File: config.mk
export PLATFORM = sky130hd
export DESIGN_NAME = mc_main_control
export DESIGN_NICKNAME = d
export VERILOG_FILES = /design/src/rtl/mc_main_control.sv
export SDC_FILE = /design/constraint.sdc
export NUM_CORES = 1
export LEC_CHECK = 0
export CAP_MARGIN = 20
export CORE_ASPECT_RATIO = 0.8
export CORE_MARGIN = 5
export CORE_UTILIZATION = 41
export DETAILED_ROUTE_END_ITERATION = 7
export PLACE_DENSITY = 0.86
export SKIP_CTS_REPAIR_TIMING = 1
export SYNTH_ARGS = -nofsm -noshare
export SYNTH_HDL_FRONTEND = slang
export SYNTH_SLANG_ARGS = --single-unit
File: constraint.sdc
create_clock -name clk -period 2 [get_ports clk]
set_clock_uncertainty 0.2 [all_clocks]
set_input_delay 0.4 -clock clk [delete_from_list [all_inputs] [get_ports clk]]
set_output_delay 0.4 -clock clk [all_outputs]
set_load 0.03 [all_outputs]
File: src/rtl/mc_main_control.sv
// ---------------------------------------------------------------------------
// mc_main_control
// Multicycle MIPS main control unit. A Moore FSM steps each instruction
// through fetch / decode / execute / memory / writeback and decodes every
// datapath strobe and mux select from the registered state. Memory
// accesses in FETCH, MEMRD and MEMWR wait on mem_ready.
//
// Ports
//   clk, reset          rising-edge clock, synchronous active-high reset
//   opcode              instr[31:26] held in the instruction register
//   zero                ALU zero flag (branch condition)
//   mem_ready           memory completes the current access this cycle
//   IorD..PCSrc         datapath strobes and mux selects
//   PCEn                PC load enable = PCWrite | (Branch & zero)
//   illegal_op          one-cycle pulse when DECODE sees an unknown opcode
//   state               current state code (debug)
//   instr_retired       wrapping count of completed legal instructions
// ---------------------------------------------------------------------------
module mc_main_control #(
    parameter int unsigned CNT_W = 16
) (
    input  logic             clk,
    input  logic             reset,
    input  logic [5:0]       opcode,
    input  logic             zero,
    input  logic             mem_ready,
    output logic             IorD,
    output logic             MemRead,
    output logic             MemWrite,
    output logic             IRWrite,
    output logic             RegDst,
    output logic             MemtoReg,
    output logic             RegWrite,
    output logic             ALUSrcA,
    output logic [1:0]       ALUSrcB,
    output logic [1:0]       ALUOp,
    output logic [1:0]       PCSrc,
    output logic             PCEn,
    output logic             illegal_op,
    output logic [3:0]       state,
    output logic [CNT_W-1:0] instr_retired
);

    localparam logic [5:0] OP_R    = 6'b000000;
    localparam logic [5:0] OP_LW   = 6'b100011;
    localparam logic [5:0] OP_SW   = 6'b101011;
    localparam logic [5:0] OP_BEQ  = 6'b000100;
    localparam logic [5:0] OP_ADDI = 6'b001000;
    localparam logic [5:0] OP_J    = 6'b000010;

    typedef enum logic [3:0] {
        S_FETCH  = 4'd0,
        S_DECODE = 4'd1,
        S_MEMADR = 4'd2,
        S_MEMRD  = 4'd3,
        S_MEMWB  = 4'd4,
        S_MEMWR  = 4'd5,
        S_REXEC  = 4'd6,
        S_ALUWB  = 4'd7,
        S_BEQEX  = 4'd8,
        S_ADDIEX = 4'd9,
        S_JEX    = 4'd10
    } state_t;

    state_t             state_q, state_d;
    logic [CNT_W-1:0]   cnt_q, cnt_d;
    // Remembers whether ALUWB writes rd (R-type) or rt (addi).
    logic               rd_flag_q, rd_flag_d;

    // Raw strobes before the reset gating applied at the ports.
    logic mem_write_s, reg_write_s, ir_write_s, illegal_s;
    logic pc_write_s, branch_s, retire_s;

    // State register, retired counter and RegDst flag.
    always_ff @(posedge clk) begin
        if (reset) begin
            state_q   <= S_FETCH;
            cnt_q     <= {CNT_W{1'b0}};
            rd_flag_q <= 1'b0;
        end else begin
            state_q   <= state_d;
            cnt_q     <= cnt_d;
            rd_flag_q <= rd_flag_d;
        end
    end

    // Next-state and Moore output decode.
    always_comb begin
        state_d     = state_q;
        rd_flag_d   = rd_flag_q;
        IorD        = 1'b0;
        MemRead     = 1'b0;
        mem_write_s = 1'b0;
        ir_write_s  = 1'b0;
        RegDst      = 1'b0;
        MemtoReg    = 1'b0;
        reg_write_s = 1'b0;
        ALUSrcA     = 1'b0;
        ALUSrcB     = 2'b00;
        ALUOp       = 2'b00;
        PCSrc       = 2'b00;
        pc_write_s  = 1'b0;
        branch_s    = 1'b0;
        illegal_s   = 1'b0;
        retire_s    = 1'b0;

        case (state_q)
            S_FETCH: begin
                MemRead    = 1'b1;
                ALUSrcB    = 2'b01;
                ir_write_s = mem_ready;
                pc_write_s = mem_ready;
                if (mem_ready) begin
                    state_d = S_DECODE;
                end else begin
                    state_d = S_FETCH;
                end
            end
            S_DECODE: begin
                // PC + (imm << 2) is computed here as the branch target.
                ALUSrcB = 2'b11;
                case (opcode)
                    OP_R:         state_d = S_REXEC;
                    OP_LW, OP_SW: state_d = S_MEMADR;
                    OP_BEQ:       state_d = S_BEQEX;
                    OP_ADDI:      state_d = S_ADDIEX;
                    OP_J:         state_d = S_JEX;
                    default: begin
                        illegal_s = 1'b1;
                        state_d   = S_FETCH;
                    end
                endcase
            end
            S_MEMADR: begin
                ALUSrcA = 1'b1;
                ALUSrcB = 2'b10;
                if (opcode == OP_LW) begin
                    state_d = S_MEMRD;
                end else if (opcode == OP_SW) begin
                    state_d = S_MEMWR;
                end else begin
                    state_d = S_FETCH;
                end
            end
            S_MEMRD: begin
                MemRead = 1'b1;
                IorD    = 1'b1;
                if (mem_ready) begin
                    state_d = S_MEMWB;
                end else begin
                    state_d = S_MEMRD;
                end
            end
            S_MEMWB: begin
                reg_write_s = 1'b1;
                MemtoReg    = 1'b1;
                retire_s    = 1'b1;
                state_d     = S_FETCH;
            end
            S_MEMWR: begin
                mem_write_s = 1'b1;
                IorD        = 1'b1;
                if (mem_ready) begin
                    retire_s = 1'b1;
                    state_d  = S_FETCH;
                end else begin
                    state_d  = S_MEMWR;
                end
            end
            S_REXEC: begin
                ALUSrcA   = 1'b1;
                ALUOp     = 2'b10;
                rd_flag_d = 1'b1;
                state_d   = S_ALUWB;
            end
            S_ALUWB: begin
                reg_write_s = 1'b1;
                RegDst      = rd_flag_q;
                retire_s    = 1'b1;
                state_d     = S_FETCH;
            end
            S_BEQEX: begin
                ALUSrcA  = 1'b1;
                ALUOp    = 2'b01;
                PCSrc    = 2'b01;
                branch_s = 1'b1;
                retire_s = 1'b1;
                state_d  = S_FETCH;
            end
            S_ADDIEX: begin
                ALUSrcA   = 1'b1;
                ALUSrcB   = 2'b10;
                rd_flag_d = 1'b0;
                state_d   = S_ALUWB;
            end
            S_JEX: begin
                PCSrc      = 2'b10;
                pc_write_s = 1'b1;
                retire_s   = 1'b1;
                state_d    = S_FETCH;
            end
            default: begin
                state_d = S_FETCH;
            end
        endcase

        if (retire_s) begin
            cnt_d = cnt_q + {{(CNT_W-1){1'b0}}, 1'b1};
        end else begin
            cnt_d = cnt_q;
        end
    end

    // Architectural strobes are suppressed while reset is held so an
    // abandoned instruction cannot write anything in the reset cycle.
    assign MemWrite      = mem_write_s & ~reset;
    assign RegWrite      = reg_write_s & ~reset;
    assign IRWrite       = ir_write_s  & ~reset;
    assign illegal_op    = illegal_s   & ~reset;
    assign PCEn          = (pc_write_s | (branch_s & zero)) & ~reset;
    assign state         = state_q;
    assign instr_retired = cnt_q;

endmodule

==> results by group <==
Global route
  – Number of global-route vias before repair: around 1500
  – Initial antenna violation count: 0
  – Largest net degree at the start of global routing: 21
  – GRT overflow: 0
  – Global Route Usage Sum: 0.182
  – First-pass GRT wire length: around 6600 um

Yosys
  – Syn Nets: 186
  – Synth warn: 0
  – Compound-Gate Fraction of Synth Area: 0.204
  – EDFF count, synth: 0
  – Simple-Gate Fraction of Synth Area: 0.386
  – Post-synthesis sequential area ratio: 0.305
  – Avg Cell Area, Syn: around 8 sq um
  – Synth area leaders: dfxtp_1, a21oi_1, or4_1
  – Main combinational cell family by area after synthesis: simple AND/OR/NAND/NOR gates
  – Adder-cell share of the synthesized area: 0.00908
  – Top-area cell type share of the netlist area: 0.305
  – Seq cells post-synth: 21
  – Ys flop type: dfxtp_1
  – XOR/XNOR share of the synthesized area: 0.0191
  – Synth cell types: 40
  – Mux share of post-synthesis cell area: 0.0318
  – Cells after synthesis: between 150 and 200
  – Async S/R FF share, synth: 0
  – Cell Area, Synth: 1380 sq um
  – Largest area contributor in the netlist: dfxtp_1
  – Most frequent cell after synthesis: dfxtp_1
  – Commonest cells post-synth: dfxtp_1, a21oi_1, nor2_1, nor3_1, or4_1

Timing
  – Period Utilization, post-route: 1.09
  – Max Slew Vio Count: 0
  – Final min period: between 2000 and 2500 ps
  – Worst-margin pin slew: ~410 ps
  – Hold_ws: 302 ps
  – RSZ-0062 raised after global routing: yes
  – Slew headroom: 0.726
  – Max Fclk: 459 MHz
  – Post-route setup slack: -178 ps
  – Final Hold Vio Count: 0
  – Final Setup Violations: 20

Setup path
  – WP data arrival: around 1600 ps
  – Req. time, crit path: 1400 ps
  – Beginning of the critical path: opcode[0]
  – CP endpoint kind: primary output
  – Critical setup path kind: in2out
  – Crit Reg-Reg Startpoint: state[3]
  – Crit Path Max Fanout: 3
  – Critical path cell sequence: clkbuf_2, or4_4, o211ai_1, nor2_4, buf_6
  – CP startpoint kind: primary input
  – CP max stage delay: 530 ps
  – Crit-path slowest cell: or4_4

Floorplan
  – Die Span Y: around 62 um
  – Core area: between 3000 and 4000 sq um
  – Die ar.: approximately 4600 sq um
  – Std cell rows: 18
  – I/O pins: 46
  – Die X: roughly 75 um
  – Initial Util: 0.437

Clock tree
  – CTS sink count: 21
  – CTS tree: done
  – H-tree depth: 1
  – Cts bufs inserted: 3
  – Clock Root Buffer: clkbuf_8
  – Clk slew on worst S/H paths: 90 ps
  – Latest clock arrival within the worst-skew pair: between 200 and 300 ps
  – Bufs on Longest Clock Path: 2

Hold path
  – Hold Path Class: reg2reg
  – HP Start: rd_flag_q

Power
  – Pwr Density: around 340 nW/um^2
  – Total power: roughly 0.00089 W
  – P_leak: between 1 and 1.5 nW
  – Peak supply drop: between 500 and 600 uV

Drt
  – Via density: just over 6
  – Initial drt markers: approximately 280
  – DR WL/cell: about 20 um
  – WL final: around 6000 um
  – Antenna-violating nets left: 0
  – Via count: 1902
  – Drt drc: 0
  – Drt first pass iters: 5

Outcome
  – Failing checks: setup timing
  – Outcome: complete, but fails checks

Cells and area
  – Antenna cell count: 0
  – Nets: between 200 and 300
  – Share of post-route cells with drive strength above 1: 0.426
  – Area Overhead vs Synth: 90.1%
  – Filler instances: 171

Placement
  – Final GP Congestion: a little under 0.9
  – Port Buf Inserts: 45
  – DP HPWL: between 3000 and 4000 um

Flow run
  – Max_cap viols: 0
## cell usage in the layout, fill, tap and decap left out, types with 6 or more instances in the layout
| cell | synthesis | routed |
|---|---|---|
| buf_4 | 0 | 45 |
| dlymetal6s2s_1 | 0 | 21 |
| dfxtp_1 | 21 | 17 |
| buf_6 | 2 | 16 |
| a21oi_1 | 18 | 13 |
| nor2_1 | 15 | 10 |
| or4_1 | 10 | 8 |
| nand2_1 | 9 | 8 |
| o31ai_1 | 8 | 8 |
| clkdlybuf4s50_1 | 0 | 7 |
| nand3_1 | 6 | 6 |
## report_power, final
group / total [W] / internal, W / leakage, nW / switching, W
clock network: 0.000298 / 0.000140 / 0.0255 / 0.000159
logic: 0.000176 / 0.0000846 / 1.06 / 0.0000916
registers: 0.000419 / 0.000415 / 0.172 / 0.00000385
total: 0.000893 / 0.000639 / 1.26 / 0.000254
## per-stage QoR
| stage | setup slack (ps) | instances | cell area, sq um | setup TNS [ps] | util |
|---|---|---|---|---|---|
| 2_1_floorplan | -66.1 | 175 | 1460 | -385 | - |
| 3_3_place_gp | -454 | 282 | 2100 | -6170 | 0.667 |
| 3_5_place_dp | -511 | 282 | 2100 | -6400 | 0.667 |
| 4_1_cts | -509 | 286 | 2150 | -2830 | 0.682 |
| 5_1_grt | -192 | 305 | 2620 | -1820 | 0.831 |
| 6_report | -178 | 305 | 2620 | -923 | 0.831 |
## worst paths after layout
| check | endpoint | cells after the start | slack (ps) |
|---|---|---|---|
| min | rd_flag_q | 2 | 300 |
| min reg2reg | rd_flag_q | 2 | 300 |
| max reg2reg | instr_retired[3] | 6 | -50 |
| max | illegal_op | 5 | -180 |
## critical path, delay by kind of cell
family / cells / cell delay (ps)
AO/OA/AOI/OAI: 1 / 320
AND/OR/NAND/NOR: 2 / 610
buffers and inverters: 2 / 240
## layer usage
layer	up-vias	track usage	part of all wire
met2	139	0.314	0.50
met5	-	0	0
li1	856	-	-
met1	882	0.240	0.38
met4	0	0.0330	0.024
met3	25	0.0386	0.092
## sequential cells by signal, summed over array words and instances (netlist names)
register,count
instr_retired,16
state,4
rd_flag_q,1
## logic make-up after synthesis
kind of cell / Yosys count
xor gates and xnor gates: 3
buffers and inverters: 12
and+or+nand+nor: 89
AOI/OAI and AO/OA: 45
DFF: 21
muxes: 4
adders and majority gates: 1
## area by class of cell
cell class                 instances  area, sq um  share of cell area
multi-input combinational        144         1160               0.444
inverter                           2         7.51             0.00287
sequential                        21          435               0.166
tap                               40         50.0              0.0191
clock buffer                       3         41.3              0.0158
timing repair buffer              94          916               0.350
clock inverter                     1         5.00             0.00191
(Power assumes the default switching activity.)
